$ cat config.mk
export PLATFORM = sky130hd
export DESIGN_NAME = if_fetch_unit
export DESIGN_NICKNAME = d
export VERILOG_FILES = /design/src/rtl/if_fetch_unit.sv
export SDC_FILE = /design/constraint.sdc
export NUM_CORES = 1
export LEC_CHECK = 0
export BUFFER_PORTS_ARGS = -buffer_cell sky130_fd_sc_hd__buf_2
export CORE_MARGIN = 5
export CORE_UTILIZATION = 40
export DETAILED_ROUTE_END_ITERATION = 7
export PLACE_DENSITY = 0.63
export SYNTH_ARGS = -nofsm -noshare
export SYNTH_HDL_FRONTEND = slang
export SYNTH_SLANG_ARGS = --single-unit
$ cat constraint.sdc
create_clock -name clk -period 7.7 [get_ports clk]
set_clock_uncertainty 0.15 [all_clocks]
set_input_delay 0.77 -clock clk [delete_from_list [all_inputs] [get_ports clk]]
set_output_delay 0.77 -clock clk [all_outputs]
set_load 0.1 [all_outputs]
$ cat src/rtl/if_fetch_unit.sv
// ---------------------------------------------------------------------------
// if_fetch_unit
//
// Instruction-fetch stage. Owns the PC and issues in-order fetch requests to
// instruction memory over a req/gnt/rvalid handshake. Returned words are
// paired with the PC that fetched them and buffered in a small prefetch FIFO.
// The head of that FIFO feeds the IF/ID pipeline register.
//
// A redirect from EX (taken branch/jump/exception) restarts fetch at a new PC.
// It also throws away every buffered word and every word still in flight.
// In-flight words cannot be recalled from memory, so they are counted and
// silently dropped as they arrive.
//
// Parameters
//   RESET_PC    PC loaded on reset
//   FIFO_DEPTH  prefetch FIFO entries (power of 2, >= 2); also the cap on
//               outstanding plus buffered fetches
//
// Ports
//   clk, rst        clock; asynchronous active-high reset
//   stall           IF/ID not accepting, FIFO head is held
//   redirect_valid  single-cycle redirect pulse
//   redirect_pc     new fetch PC (bits [1:0] ignored)
//   imem_req/addr   fetch request and word-aligned address
//   imem_gnt        request accepted when imem_req && imem_gnt
//   imem_rvalid     in-order response valid, imem_rdata carries the word
//   if_valid        FIFO head is a valid instruction
//   if_pc/if_instr  PC and word of the FIFO head (0 when empty)
// ---------------------------------------------------------------------------
module if_fetch_unit #(
  parameter logic [31:0] RESET_PC   = 32'h0000_0000,
  parameter int unsigned FIFO_DEPTH = 2
) (
  input  logic        clk,
  input  logic        rst,
  input  logic        stall,
  input  logic        redirect_valid,
  input  logic [31:0] redirect_pc,
  output logic        imem_req,
  output logic [31:0] imem_addr,
  input  logic        imem_gnt,
  input  logic        imem_rvalid,
  input  logic [31:0] imem_rdata,
  output logic        if_valid,
  output logic [31:0] if_pc,
  output logic [31:0] if_instr
);

  localparam int unsigned PW = (FIFO_DEPTH > 1) ? $clog2(FIFO_DEPTH) : 1;
  localparam int unsigned CW = $clog2(FIFO_DEPTH + 1);
  localparam logic [CW:0] DEPTH_S = (CW + 1)'(FIFO_DEPTH);

  logic [31:0]   pc;
  logic [CW-1:0] outstanding;
  logic [CW-1:0] outstanding_nxt;
  logic [CW-1:0] discard;
  logic [CW-1:0] fifo_count;
  logic [PW-1:0] fifo_rd;
  logic [PW-1:0] fifo_wr;
  logic [PW-1:0] pq_rd;
  logic [PW-1:0] pq_wr;

  logic [31:0] fifo_pc    [FIFO_DEPTH];
  logic [31:0] fifo_instr [FIFO_DEPTH];
  logic [31:0] pq_pc      [FIFO_DEPTH];

  logic grant;
  logic resp_keep;
  logic push;
  logic pop;
  logic fifo_empty;
  logic unused_redirect_lsbs;

  assign unused_redirect_lsbs = ^redirect_pc[1:0];

  // Words in flight count against the FIFO space they will need on arrival.
  // Stale words still being discarded count too, so this cap is also a bound
  // on the discard counter.
  assign imem_req = !rst && !redirect_valid &&
                    (({1'b0, outstanding} + {1'b0, fifo_count}) < DEPTH_S);
  assign imem_addr = pc;
  assign grant     = imem_req && imem_gnt;

  // A response is kept only when no stale words are still pending.
  assign resp_keep  = imem_rvalid && (discard == '0);
  assign push       = resp_keep && !redirect_valid;
  assign fifo_empty = (fifo_count == '0);
  assign if_valid   = !fifo_empty && !redirect_valid;
  assign pop        = if_valid && !stall;
  assign if_pc      = fifo_empty ? 32'h0 : fifo_pc[fifo_rd];
  assign if_instr   = fifo_empty ? 32'h0 : fifo_instr[fifo_rd];

  always_comb begin
    outstanding_nxt = outstanding;
    if (grant) begin
      outstanding_nxt = outstanding_nxt + CW'(1);
    end
    if (imem_rvalid) begin
      outstanding_nxt = outstanding_nxt - CW'(1);
    end
  end

  always_ff @(posedge clk or posedge rst) begin
    if (rst) begin
      pc          <= RESET_PC;
      outstanding <= '0;
      discard     <= '0;
      fifo_count  <= '0;
      fifo_rd     <= '0;
      fifo_wr     <= '0;
      pq_rd       <= '0;
      pq_wr       <= '0;
    end else begin
      outstanding <= outstanding_nxt;
      if (redirect_valid) begin
        // Everything still in flight after this cycle is stale. A response
        // arriving now has left flight whether it was kept or dropped, so
        // outstanding_nxt is the right count even for back-to-back redirects.
        pc         <= {redirect_pc[31:2], 2'b00};
        discard    <= outstanding_nxt;
        fifo_count <= '0;
        fifo_rd    <= '0;
        fifo_wr    <= '0;
        pq_rd      <= '0;
        pq_wr      <= '0;
      end else begin
        if (grant) begin
          pc    <= pc + 32'd4;
          pq_wr <= pq_wr + PW'(1);
        end
        // Stale responses have no PC queue entry; the queue was cleared on redirect.
        if (resp_keep) begin
          pq_rd <= pq_rd + PW'(1);
        end else if (imem_rvalid) begin
          discard <= discard - CW'(1);
        end
        if (push) begin
          fifo_wr <= fifo_wr + PW'(1);
        end
        if (pop) begin
          fifo_rd <= fifo_rd + PW'(1);
        end
        case ({push, pop})
          2'b10:   fifo_count <= fifo_count + CW'(1);
          2'b01:   fifo_count <= fifo_count - CW'(1);
          default: fifo_count <= fifo_count;
        endcase
      end
    end
  end

  // Storage needs no reset; validity is tracked by the counters and pointers.
  always_ff @(posedge clk) begin
    if (grant) begin
      pq_pc[pq_wr] <= pc;
    end
    if (push) begin
      fifo_pc[fifo_wr]    <= pq_pc[pq_rd];
      fifo_instr[fifo_wr] <= imem_rdata;
    end
  end

endmodule
==> impl_metrics.json, run 1 <==
{
  "status": "finished clean",
  "netlist_instances": 635,
  "numPortBuffers": 161,
  "yosysTopAreaCell": "edfxtp_1",
  "synth_cell_types": 47,
  "dp_hpwl_mm": 12.9,
  "antenna_found_initial": 1,
  "clock_sinks": 224,
  "crit_type": "register to primary output",
  "grt_max_degree": 66,
  "post_cts_buffers": 0,
  "die_h_um": 162,
  "grt_first_pass_wirelength_mm": 32.1,
  "nFillCells": 2014,
  "reg2reg_depth": 5,
  "htreeDepth": 1,
  "final_nets": 873,
  "synth_top_area_share_pct": 59.7,
  "vdd_drop_max_v": 0.000156,
  "cp-end-kind": "primary output",
  "finalHoldViolCount": 0,
  "setup_viol_count_final": 0,
  "tightest_slew_ps": 1160,
  "synth-edff-count": 184,
  "detail-route-antenna-nets": 0,
  "initial_core_util_pct": 40.8,
  "drc": 0,
  "fin_setup_tns_ps": 0,
  "clock_latency_ps": 520,
  "rsz0062_at_grt": "false",
  "timing.rr.start": "fifo_count[0]",
  "critPathArrivalTime_ps": 2680,
  "drt_iter0_markers": 315,
  "power_density_nw_per_um2": 319,
  "ys_ff_latch": 224,
  "die_area_um2": 26300,
  "grt_pass1_vias": 5805,
  "cap_viol_max_count": 0,
  "async_reset_ff_share_pct": 17.9,
  "slew_headroom_pct": 22.5,
  "cts_root_buf": "clkbuf_16",
  "crit_required_ps": 6780,
  "place.gp.congestion": 0.791,
  "multi_input_area_um2": 2560,
  "finalWirelength_mm": 20.5,
  "register_area_um2": 6530,
  "synthesis.area_um2": 9260,
  "viasPerCell": 5.23,
  "period_needed_ps": 3600,
  "grt_overflow": 0,
  "path_clk_slew_ps": 60,
  "drt-pass1-iter-count": 4,
  "fin_crit_sh_pct": 46.7,
  "p_total_mw": 3.54,
  "ys.warnings.count": 0,
  "cts_tree": "done",
  "syn_to_final_growth_pct": 19.7,
  "r2r_slack_ps": 4470,
  "cts_hold_buf": 0,
  "worstPathMaxFanout": 64,
  "core_area_um2": 22700,
  "avgSynthCellArea_um2": 14.6,
  "cts_buffers": 24,
  "num_vias": 5775,
  "hold_class": "input port to async pin",
  "slew_violations": 0,
  "synth.yosys.seq_area_share_pct": 70.5,
  "cts_resized": 0,
  "max_freq_ghz": 0.278,
  "synth_area_leaders": "edfxtp_1 60%, dfrtp_1 11%, mux2i_1 7.0%",
  "start_kind": "register",
  "synth_ff_type": "edfxtp_1",
  "wire_per_inst_um": 18.6,
  "drive_gt1_share_pct": 29.8,
  "r2r-end": "pq_pc[1][24]",
  "fp.dieW_um": 162,
  "max-clock-path-buffers": 3,
  "core.rowCount": 55,
  "ios": 168,
  "track_usage_pct": 15.3,
  "power_leakage_nw": 4.10
}
## routing by layer
metal  global-route usage (%)  routed length [um]  vias up
met3                     3.12                1270       28
met2                     25.8                9800      177
li1                         -                   -     2721
met4                     4.08                 405        0
met1                     20.3                9020     2849
met5                        0                   0        -
## critical path, cell delays in order, from the launching register on
cell and delay (ps):
dfrtp_4 390, buf_4 890, mux2i_1 290, nor2_1 150, buf_2 440
## synth_stat cells, types with 2 or more instances
cell,instances
edfxtp_1,184
nor3_1,4
buf_2,6
nand4_1,10
nor2b_1,8
ha_1,2
inv_1,6
nor3b_1,3
a21o_1,2
a21oi_1,8
mux2i_1,65
buf_1,8
a22oi_1,5
dfrtp_1,40
xnor2_1,5
nor2_1,78
nand3b_1,3
a221o_1,5
nand2b_1,8
or3_1,2
a31oi_1,6
nor4_1,2
o21ai_0,20
buf_4,7
and2_1,2
and4_1,3
clkbuf_1,15
mux2_2,31
xor2_1,2
o211ai_1,6
nor4_4,2
nand2_1,37
and3_1,5
o311ai_1,11
nand3_1,22
## cell families after synthesis
kind of cell    after synthesis  share of synthesized area (%)
other cells                   1                         0.0405
flops                       224                           70.5
fa+ha+maj                     3                          0.487
buf+inv                      43                           2.19
xor+xnor                      7                          0.662
compound gates               68                           4.98
mux                          96                           10.8
simple gates                193                           10.3
## worst max-delay path by stage
stage                         startpoint                to  slack (ps)
after floorplan           redirect_valid  fifo_instr[1][0]        1040
after global placement    redirect_valid      pq_pc[1][30]        4270
after detailed placement  redirect_valid      pq_pc[1][23]        4240
after CTS                        fifo_rd          if_pc[2]        3990
after global routing             fifo_rd          if_pc[2]        3960
final                            fifo_rd          if_pc[2]        4100
## state kept, by name, indices dropped and copies added, names as in the netlist
register / flops
discard: 2
fifo_count: 2
fifo_instr: 64
fifo_pc: 60
fifo_rd: 1
fifo_wr: 1
imem_addr: 30
outstanding: 2
pq_pc: 60
pq_rd: 1
pq_wr: 1
## final cells by class
class                      count  share of cell area (%)
antenna                        1                  0.0226
clock buffer                  31                    5.75
clock inverter                13                   0.655
inverter                       6                   0.203
multi-input combinational    371                    23.1
sequential                   224                    58.9
tap                          285                    3.22
timing repair buffer         173                    8.09
## metrics by stage
stage | cell area (um^2) | util [%] | cells | setup WS [ps] | hold WS [ps]
6_report | 11100 | 48.8 | 1104 | 4100 | 277
5_1_grt | 11100 | 48.8 | 1104 | 3960 | 262
4_1_cts | 11100 | 48.8 | 1103 | 3990 | 267
3_5_place_dp | 10400 | 45.7 | 1059 | 4240 | 383
3_3_place_gp | 10400 | 45.7 | 1059 | 4270 | 383
2_1_floorplan | 9270 | - | 638 | 1040 | 350
## power breakdown
group | switching [mW] | internal, mW
Clock | 0.444 | 0.584
Combinational | 0.765 | 0.211
Sequential | 0.0829 | 1.45
Total | 1.29 | 2.24
## cells in the final DEF, fill, tap and decap left out, drive strengths merged, types with 11 or more instances in the layout
cell    netlist  final
edfxtp      184    184
buf          22    173
nor2         79     79
mux2i        65     65
dfrtp        40     40
nand2        37     37
mux2         31     31
clkbuf       15     31
nand3        22     22
o21ai        21     21
o311ai       12     12
clkinv        0     12
nand4        11     11
Note: power is estimated with default switching activity, not from simulation.
==> run 2: changes to the inputs <==
- ABC_AREA: not set -> 1
- PLACE_DENSITY: 0.63 -> 0.64
- clock period: 7.7 -> 2.9 ns (I/O delays scaled with it)
==> impl_metrics.json, run 2 <==
{
  "max-clock-path-buffers": 3,
  "power_leakage_nw": 5.29,
  "cts_buffers": 24,
  "tightest_slew_ps": 829,
  "synth-edff-count": 184,
  "slew_violations": 0,
  "period_needed_ps": 2710,
  "netlist_instances": 945,
  "status": "finished clean",
  "largest_reg_flops": 64,
  "power_density_nw_per_um2": 1100,
  "htreeDepth": 1,
  "crit_type": "register to primary output",
  "p_total_mw": 14.1,
  "synth_top_area_share_pct": 56.6,
  "hold_class": "input port to register",
  "synth_ff_type": "edfxtp_1",
  "avgSynthCellArea_um2": 10.3,
  "viasPerCell": 4.73,
  "path_clk_slew_ps": 60,
  "nFillCells": 2060,
  "fin_crit_sh_pct": 93.5,
  "post_cts_buffers": 0,
  "antenna-diode-count": 0,
  "core.rowCount": 57,
  "final_nets": 1245,
  "drt-pass1-iter-count": 5,
  "initial_core_util_pct": 40.4,
  "synth_most_common_cell": "nand2_1",
  "worstPathMaxFanout": 6,
  "mostFrequentLayoutCell": "nand2_1",
  "grt_pass1_vias": 7021,
  "cts_tree": "done",
  "ys_ff_latch": 224,
  "crit_required_ps": 2460,
  "finalWirelength_mm": 22.3,
  "dp_hpwl_mm": 14.4,
  "cts_root_buf": "clkbuf_16",
  "drt_iter0_markers": 507,
  "drc": 0,
  "place.gp.congestion": 0.856,
  "core_area_um2": 24200,
  "num_vias": 7168,
  "slew_headroom_pct": 44.7,
  "critPathArrivalTime_ps": 2270,
  "setup_viol_count_final": 0,
  "wire_per_inst_um": 14.8,
  "cap_viol_max_count": 0,
  "antenna_found_initial": 0,
  "start_kind": "register",
  "clock_latency_ps": 510,
  "synth.top_cells.by_count": "388 x nand2_1, 184 x edfxtp_1, 65 x a21oi_1",
  "synthesis.area_um2": 9760,
  "die_area_um2": 27600,
  "async_reset_ff_share_pct": 17.9,
  "detail-route-antenna-nets": 0,
  "clock_sinks": 224,
  "top_regs": "fifo_instr: 64 flops, fifo_pc: 60 flops, pq_pc: 60 flops",
  "ios": 168,
  "numPortBuffers": 161,
  "ys.warnings.count": 0,
  "fp.dieW_um": 166,
  "max_freq_ghz": 0.369,
  "synth.yosys.seq_area_share_pct": 66.9,
  "rsz0062_at_grt": "false",
  "cp-end-kind": "primary output",
  "yosysTopAreaCell": "edfxtp_1",
  "grt_overflow": 0,
  "synth_area_leaders": "edfxtp_1 57%, nand2_1 15%, dfrtp_1 10%",
  "finalHoldViolCount": 0,
  "track_usage_pct": 15.9,
  "largest_register": "fifo_instr",
  "grt_first_pass_wirelength_mm": 36.2,
  "fin_setup_tns_ps": 0,
  "r2r_slack_ps": 490,
  "final_cell_mix": "388 x nand2_1, 184 x edfxtp_1, 130 x buf_2",
  "synth_cell_types": 37,
  "vdd_drop_max_v": 0.000715,
  "syn_to_final_growth_pct": 31.8,
  "die_h_um": 166,
  "drive_gt1_share_pct": 20.2,
  "grt_max_degree": 65
}
[run 2: kinds of logic (layout without fill, tap and decap cells)]
| kind of cell | count (synthesis) | in the layout | share of synthesized area [%] |
|---|---|---|---|
| simple gates | 502 | 502 | 21.3 |
| buf+inv | 101 | 343 | 4.47 |
| fa+ha+maj | 3 | 3 | 0.462 |
| other cells | 1 | 4 | 0.0384 |
| compound gates | 101 | 101 | 5.68 |
| xor+xnor | 13 | 13 | 1.17 |
| flops | 224 | 224 | 66.9 |
[run 2: per-layer routing]
metal,track usage [%],share of wire (%),up-vias
li1,-,-,3579
met1,21.6,44,3326
met2,26.5,48,217
met3,2.55,5.5,46
met4,4.52,2.5,0
met5,0,0,-
[run 2: final timing paths]
| path | start | to | cells past startpoint |
|---|---|---|---|
| min reg2reg | discard[1] | discard[1] | 2 |
| min | imem_gnt | outstanding[0] | 4 |
| max | outstanding[0] | imem_req | 7 |
| min in group asynchronous | rst | imem_addr[19] | 3 |
| max reg2reg | outstanding[0] | imem_addr[18] | 10 |
| max in group asynchronous | rst | fifo_rd | 4 |
[run 2: what timing repair did]
action	CTS	global route
setup endpoints to repair	0	1
hold endpoints to repair	116	0
hold buffers	65	0
resized for setup	0	1
[run 2: per-stage QoR]
step | instance area, um^2 | hold WS, ps | cells | utilization, % | setup WS (ps)
floorplan | 9790 | 239 | 948 | - | -99.1
global placement | 11400 | 328 | 1405 | 47.3 | 535
detailed placement | 11400 | 331 | 1405 | 47.3 | 505
CTS | 12900 | 48.2 | 1514 | 53.2 | 50.5
global route | 12900 | 78.0 | 1514 | 53.2 | 17.2
finish | 12900 | 69.7 | 1514 | 53.2 | 187
[run 2: area by class of cell]
| class | instances | area, um^2 | area share [%] |
|---|---|---|---|
| flip-flops and latches | 224 | 6530 | 50.7 |
| repair buffers | 239 | 2090 | 16.3 |
| clock buffers | 36 | 677 | 5.26 |
| clock inverters | 8 | 92.6 | 0.720 |
| multi-input cells | 623 | 2840 | 22.1 |
| inverters | 60 | 228 | 1.77 |
| well taps | 324 | 405 | 3.15 |
[run 2: worst max-delay path, cell delays in order (launching register included)]
cell and delay (ps):
dfrtp_1 450, nand2_1 100, inv_1 50, fa_1 480, nor2_4 190, nand2_1 110
inv_1 60, clkbuf_4 320
[run 2: power breakdown]
group | leakage, nW | total [mW] | internal (mW) | switching, mW
clock | 0.368 | 2.94 | 1.79 | 1.16
combinational | 2.76 | 6.93 | 1.58 | 5.35
sequential | 2.16 | 4.27 | 3.95 | 0.314
total | 5.29 | 14.1 | 7.33 | 6.82
